$ cat src/rtl/delay_trigger_bank.sv
// delay_trigger_bank: bank of independent delayed-enable generators.
// Each channel detects a rising edge on its trigger line and loads a delay.
// It counts that delay down, then asserts fire as a one-cycle pulse
// (PULSE_MODE=1) or as a held level (PULSE_MODE=0).
// Ports:
//   clock_50      system clock, rising edge
//   reset_button  synchronous active-high reset
//   trig          per-channel trigger level; the event is its rising edge
//   delay         per-channel delay, channel i at [i*CNT_W +: CNT_W]
//   cancel        per-channel abort, level-sampled, beats a trigger event
//   fire          registered delayed enable
//   busy          registered, high while the channel is counting
module delay_trigger_bank #(
  parameter int unsigned CHANNELS   = 2,
  parameter int unsigned CNT_W      = 8,
  parameter int unsigned PULSE_MODE = 1,
  parameter int unsigned RETRIGGER  = 1
) (
  input  logic                      clock_50,
  input  logic                      reset_button,
  input  logic [CHANNELS-1:0]       trig,
  input  logic [CHANNELS*CNT_W-1:0] delay,
  input  logic [CHANNELS-1:0]       cancel,
  output logic [CHANNELS-1:0]       fire,
  output logic [CHANNELS-1:0]       busy
);

  typedef enum logic [1:0] {
    ST_IDLE  = 2'd0,
    ST_COUNT = 2'd1,
    ST_DONE  = 2'd2
  } state_e;

  localparam logic [CNT_W-1:0] CNT_ONE   = CNT_W'(1);
  localparam bit               RETRIG_EN = (RETRIGGER != 0);
  localparam bit               PULSE_EN  = (PULSE_MODE != 0);

  for (genvar i = 0; i < CHANNELS; i++) begin : g_ch
    logic             trig_q;
    logic [CNT_W-1:0] cnt_q;
    state_e           state_q;
    logic             fire_q;
    logic             busy_q;
    logic             event_c;
    logic [CNT_W-1:0] dly_c;

    assign event_c = trig[i] & ~trig_q;
    assign dly_c   = delay[i*CNT_W +: CNT_W];

    // Per-channel state machine with registered fire/busy.
    always_ff @(posedge clock_50) begin
      if (reset_button) begin
        trig_q  <= 1'b0;
        cnt_q   <= '0;
        state_q <= ST_IDLE;
        fire_q  <= 1'b0;
        busy_q  <= 1'b0;
      end else begin
        trig_q <= trig[i];
        if (cancel[i]) begin
          // Any coincident trigger event is dropped; trig_q still tracks trig.
          state_q <= ST_IDLE;
          cnt_q   <= '0;
          fire_q  <= 1'b0;
          busy_q  <= 1'b0;
        end else begin
          case (state_q)
            ST_IDLE: begin
              if (event_c) begin
                cnt_q   <= dly_c;
                state_q <= ST_COUNT;
                busy_q  <= 1'b1;
              end
            end
            ST_COUNT: begin
              // A reload beats the terminal count; stopping at 1 makes
              // delays 0 and 1 equivalent and prevents wrap.
              if (event_c && RETRIG_EN) begin
                cnt_q <= dly_c;
              end else if (cnt_q <= CNT_ONE) begin
                state_q <= ST_DONE;
                busy_q  <= 1'b0;
                fire_q  <= 1'b1;
              end else begin
                cnt_q <= cnt_q - CNT_ONE;
              end
            end
            ST_DONE: begin
              // A new event restarts in both modes; pulse mode otherwise
              // leaves DONE after one cycle, level mode holds.
              if (event_c) begin
                fire_q  <= 1'b0;
                cnt_q   <= dly_c;
                state_q <= ST_COUNT;
                busy_q  <= 1'b1;
              end else if (PULSE_EN) begin
                fire_q  <= 1'b0;
                state_q <= ST_IDLE;
              end
            end
            default: begin
              state_q <= ST_IDLE;
              cnt_q   <= '0;
              fire_q  <= 1'b0;
              busy_q  <= 1'b0;
            end
          endcase
        end
      end
    end

    assign fire[i] = fire_q;
    assign busy[i] = busy_q;
  end

endmodule

$ cat config.mk
export PLATFORM = sky130hd
export DESIGN_NAME = delay_trigger_bank
export DESIGN_NICKNAME = d
export VERILOG_FILES = /design/src/rtl/delay_trigger_bank.sv
export SDC_FILE = /design/constraint.sdc
export NUM_CORES = 1
export LEC_CHECK = 0
export ABC_AREA = 1
export CAP_MARGIN = 20
export CORE_MARGIN = 3
export CORE_UTILIZATION = 57
export CTS_CLUSTER_SIZE = 20
export DETAILED_ROUTE_END_ITERATION = 10
export PLACE_DENSITY = 0.84
export SLEW_MARGIN = 5
export SYNTH_ARGS = -nofsm -noshare
export SYNTH_HDL_FRONTEND = slang
export SYNTH_SLANG_ARGS = --single-unit
$ cat constraint.sdc
create_clock -name clock_50 -period 3.3 [get_ports clock_50]
set_input_delay 0.33 -clock clock_50 [delete_from_list [all_inputs] [get_ports clock_50]]
set_output_delay 0.33 -clock clock_50 [all_outputs]
set_load 0.02 [all_outputs]
# Word level (Yosys, flattened, before mapping)

Cells that the tools add are included.
Widths: inputs -> output; s select.

Flip-flop bits (word level): 26
Input bits: 22
Output and inout port bits: 4
Word-level logic and storage cells: 80

Add/sub/neg operators: 2
Order comparisons: 2
Equality and inequality tests: 14
Muxes and demuxes: 32
Bitwise logic cells: 6
Reduce and logical (&&, ||, !) cells: 14

Operator list:

| operator            | count |
|---|---|
| $mux 8              | 6 |
| $pmux 8 s2          | 2 |
| $reduce_and 3->1    | 6 |
| $le 8x1->1 const B  | 2 |
| $sub 8x1->8 const B | 2 |
| $mux 1              | 12 |
| $mux 2              | 6 |
| $ne 2x2->1 const B  | 6 |
| $pmux 2 s3          | 2 |
| $pmux 1 s2          | 4 |
| $reduce_or 2->1     | 4 |
| $ne 3x3->1 const B  | 2 |
| $eq 2x1->1 const B  | 2 |
| $eq 2x2->1 const B  | 2 |
| $logic_not 2->1     | 2 |
| $ne 2x1->1 const B  | 2 |
| $not 1->1           | 4 |
| $reduce_and 2->1    | 2 |
| $and 1x1->1         | 2 |

# Longest topological paths before layout

Depth in word-level cells: 4
Depth in mapped cells: 12

# Least setup slack after synthesis

Ideal clock, no wire load.

Kind: reg-to-reg
Start: reg g_ch[0].cnt_q[0]
End: reg g_ch[0].cnt_q[0]
Arrival time: 1.374 ns
Setup slack: 1.813 ns
Stages on the path, launching flop included: 10
Buffers on the path: 1
Path through: dfxtp_1 -> inv_1 -> ha_1 -> o21ai_0 -> nor2_1 -> nand2_1 -> nand2_2 -> buf_6 -> nor2_1 -> nor2_1

Longest elaborated chain between the ends: 4

Ends and longest elaborated chain:

| what                   | line | source |
|---|---|---|
| from (decl)            | 40   | `logic [CNT_W-1:0] cnt_q;` |
| from (signal assigned) | 70   | `cnt_q <= dly_c;` |
| from (signal assigned) | 79   | `cnt_q <= dly_c;` |
| from (signal assigned) | 85   | `cnt_q <= cnt_q - CNT_ONE;` |
| $sub 8x1->8            | 85   |  |
| $mux 8                 | 80   | `end else if (cnt_q <= CNT_ONE) begin` |
| $mux 8                 | 78   | `if (event_c && RETRIG_EN) begin` |
| $pmux 8 s2             | 67   | `case (state_q)` |

Parallel ways exist; a longest one is shown, timed or not. The select of a mux whose other input is x is not followed.
A chain may end at the register's enable or synchronous reset.

# Worst setup path after layout

Start: reg g_ch[0].cnt_q[0]
End: reg g_ch[0].cnt_q[5]

The elaborated chain is that of the path after synthesis.

==> results.ini <==
[clock_network]
cts_root_buffer = clkbuf_4
cts.sinks = 26
cts_buffers = 3
cts.hold.buffers_added = 0
cts_tree = built
clock_latency_ns = 0.33
path_clk_slew_ns = 0.14
cts_resized = 0
cts_setup_buffers = 0
cts_buffer_depth = 2
cts_max_level = 1

[timing]
finClkSkew_ns = 0.0157
setup_viol = 0
hold_viol = 0
tns_ns = 0
drv_slew = 0
rsz0062_at_grt = false
whs_ns = 0.481
finalCriticalPeriod_ns = 1.77
tightest_slew_ns = 0.726
layout_setup_ws_ns = 1.53
fin_crit_sh = 0.537
relSlewSlack = 0.514
timing.fmax_ghz = 0.565

[critical_path]
worstPathRequired_ns = 3.57
worstPathCellList = inv_1, ha_1, o21ai_0, nor2_1, nand2_1, nand2_2, nand2_1, nand2_1, nor2_1
startpoint = g_ch[0].cnt_q[0]$_SDFFE_PP0P_
start_kind = flop
crit_arrival_ns = 2.04
cp_common_cell = nand2_1
crit_type = reg -> reg
path_buf_inv = 1
cp_top_family = simple AND/OR/NAND/NOR gates
slowest_delay_ns = 0.38
crit_fanout = 13
worstSetupEndpointType = flop
rr_startpoint = g_ch[0].cnt_q[0]$_SDFFE_PP0P_
crit_path_top_delay_cell = dfxtp_1

[logic_synthesis]
synth.net_count = 293
synth.distinct_cells = 25
synth_area_um2 = 1670
syn-instance-count = 267
yosys-top-cells-area = dfxtp_1, nand2_1, nor2_1
syn_avg_cell_area_um2 = 6.24
synth_top_area_share = 0.312
yosysTopAreaCell = dfxtp_1
ys_warn_count = 0
synth-seq-cells = 26
ys_seq_area_frac = 0.312

[die]
rows = 18
die_h_um = 60.1
ios = 26
die_area_um2 = 3610
die_w_um = 60.1
core_area_um2 = 2640
start_util = 0.632

[power_and_ir_drop]
total_power_mw = 0.771
leakagePower_nw = 0.948
peakVddDrop_mv = 0.411
cellPowerDensity_nw_per_um2 = 395

[placement]
dpl_cell_area_um2 = 1900
dp_hpwl_um = 2590
place_ws_ns = 1.39
post-place-cells = 315
gp_congestion = 0.897
port_buffers = 25

[layout]
fin_nets = 316
drive_above_1_share = 0.0692
diodes = 0
syn2layout_area_growth_pct = 17.0
final_util = 0.740
final_cells = 319
design_area_um2 = 1950

[grt]
grtUsageMet1 = 0.237
grt_usage = 0.216
grt_pass1_vias = 1520
grt_max_degree = 16
grtUsageMet2 = 0.400
grt_use_met3 = 0.0475
antenna_found_initial = 0
busiest_layer = met2
grt_pass1_wl_um = 6000
overflow = 0

[min_path]
hold_class = reg -> reg
min-delay-start = g_ch[0].fire_q$_SDFFE_PP0P_

[routing]
final_antenna_net_count = 0
firstDrtPassIters = 4
wl_um = 3410
drtIter0Drc = 99
drcViolationCount = 0
vias = 1614
routedWlPerCell_um = 10.7
via_per_inst = 5.06

[job]
cap_violations = 0

[outcome]
status = complete, no violations

[cells in the mapped netlist]
cell type and count:
a21oi_2 1, nand2_4 1, ha_1 4, a21oi_1 10, o21ai_0 15, nor2_4 4, xnor2_1 1, nor2_1 47
nor3_1 3, dfxtp_1 26, nand2_2 2, nor2_2 4, nand3_1 14, buf_4 4, xor2_1 5, buf_6 2
a31oi_1 1, o21ai_2 1, inv_1 32, nand2_1 82, nand4_1 3, inv_2 2, clkbuf_1 1, o2111ai_1 1
nor2_8 1
[sequential cells by signal, summed over array words and instances, names as in the netlist]
| name | count |
|---|---|
| g_ch.fire_q | 2 |
| g_ch.cnt_q | 16 |
| g_ch.state_q | 4 |
| g_ch.busy_q | 2 |
| g_ch.trig_q | 2 |
[cell families (layout without fill, tap and decap cells)]
logic type	after synthesis	in the layout	synth area share
flops	26	26	0.312
xor+xnor	6	6	0.0315
buf+inv	41	63	0.110
compound gates	29	29	0.0946
simple gates	161	161	0.421
fa+ha+maj	4	4	0.0300
[cell type report]
| type | count | area (um2) |
|---|---|---|
| Clock buffer | 3 | 22.5 |
| Clock inverter | 1 | 30.0 |
| Fill cell | 229 | 684 |
| Inverter | 34 | 128 |
| Multi-Input combinational cell | 200 | 962 |
| Sequential cell | 26 | 520 |
| Tap cell | 30 | 37.5 |
| Timing Repair Buffer | 25 | 250 |
[routing by layer]
metal  wire length (um)  share of wire  up-vias
li1                   -              -      869
met1               1460           0.43      698
met2               1780           0.52       43
met3                138          0.040        4
met4                 36          0.011        0
met5                  0              0        -
[tightest hold or removal path, delay by kind of cell, from the launching register on]
kind / cells / cell delay, ns
flops: 1 / 0.34
simple gates: 2 / 0.11
[worst paths after layout]
kind / to / slack, ns / depth (start not counted)
setup / recovery: g_ch[0].cnt_q[5]$_SDFFE_PP0P_ / 1.53 / 9
hold reg to reg: g_ch[0].fire_q$_SDFFE_PP0P_ / 0.48 / 2
setup reg to reg: g_ch[0].cnt_q[5]$_SDFFE_PP0P_ / 1.53 / 9
hold / removal: g_ch[0].fire_q$_SDFFE_PP0P_ / 0.48 / 2
[layout by cell type, fill, tap and decap left out, types with 2 or more instances in the layout]
master,count
nand3_1,14
nor2_2,4
ha_1,4
xor2_1,5
inv_1,32
o21ai_0,15
dfxtp_1,26
nand2_1,82
nor2_1,47
inv_2,2
a21oi_1,10
nor2_4,4
nor3_1,3
nand4_1,3
clkdlybuf4s50_1,25
clkbuf_4,3
nand2_2,2
[power breakdown]
| group | internal, mW | switching [mW] | leakage (nW) | total (mW) |
|---|---|---|---|---|
| Clock | 0.123 | 0.0994 | 0.0279 | 0.222 |
| Sequential | 0.330 | 0.0134 | 0.213 | 0.343 |
| Combinational | 0.0857 | 0.120 | 0.707 | 0.206 |
| Total | 0.538 | 0.233 | 0.948 | 0.771 |
No activity file was read; power rests on OpenSTA's default activity.
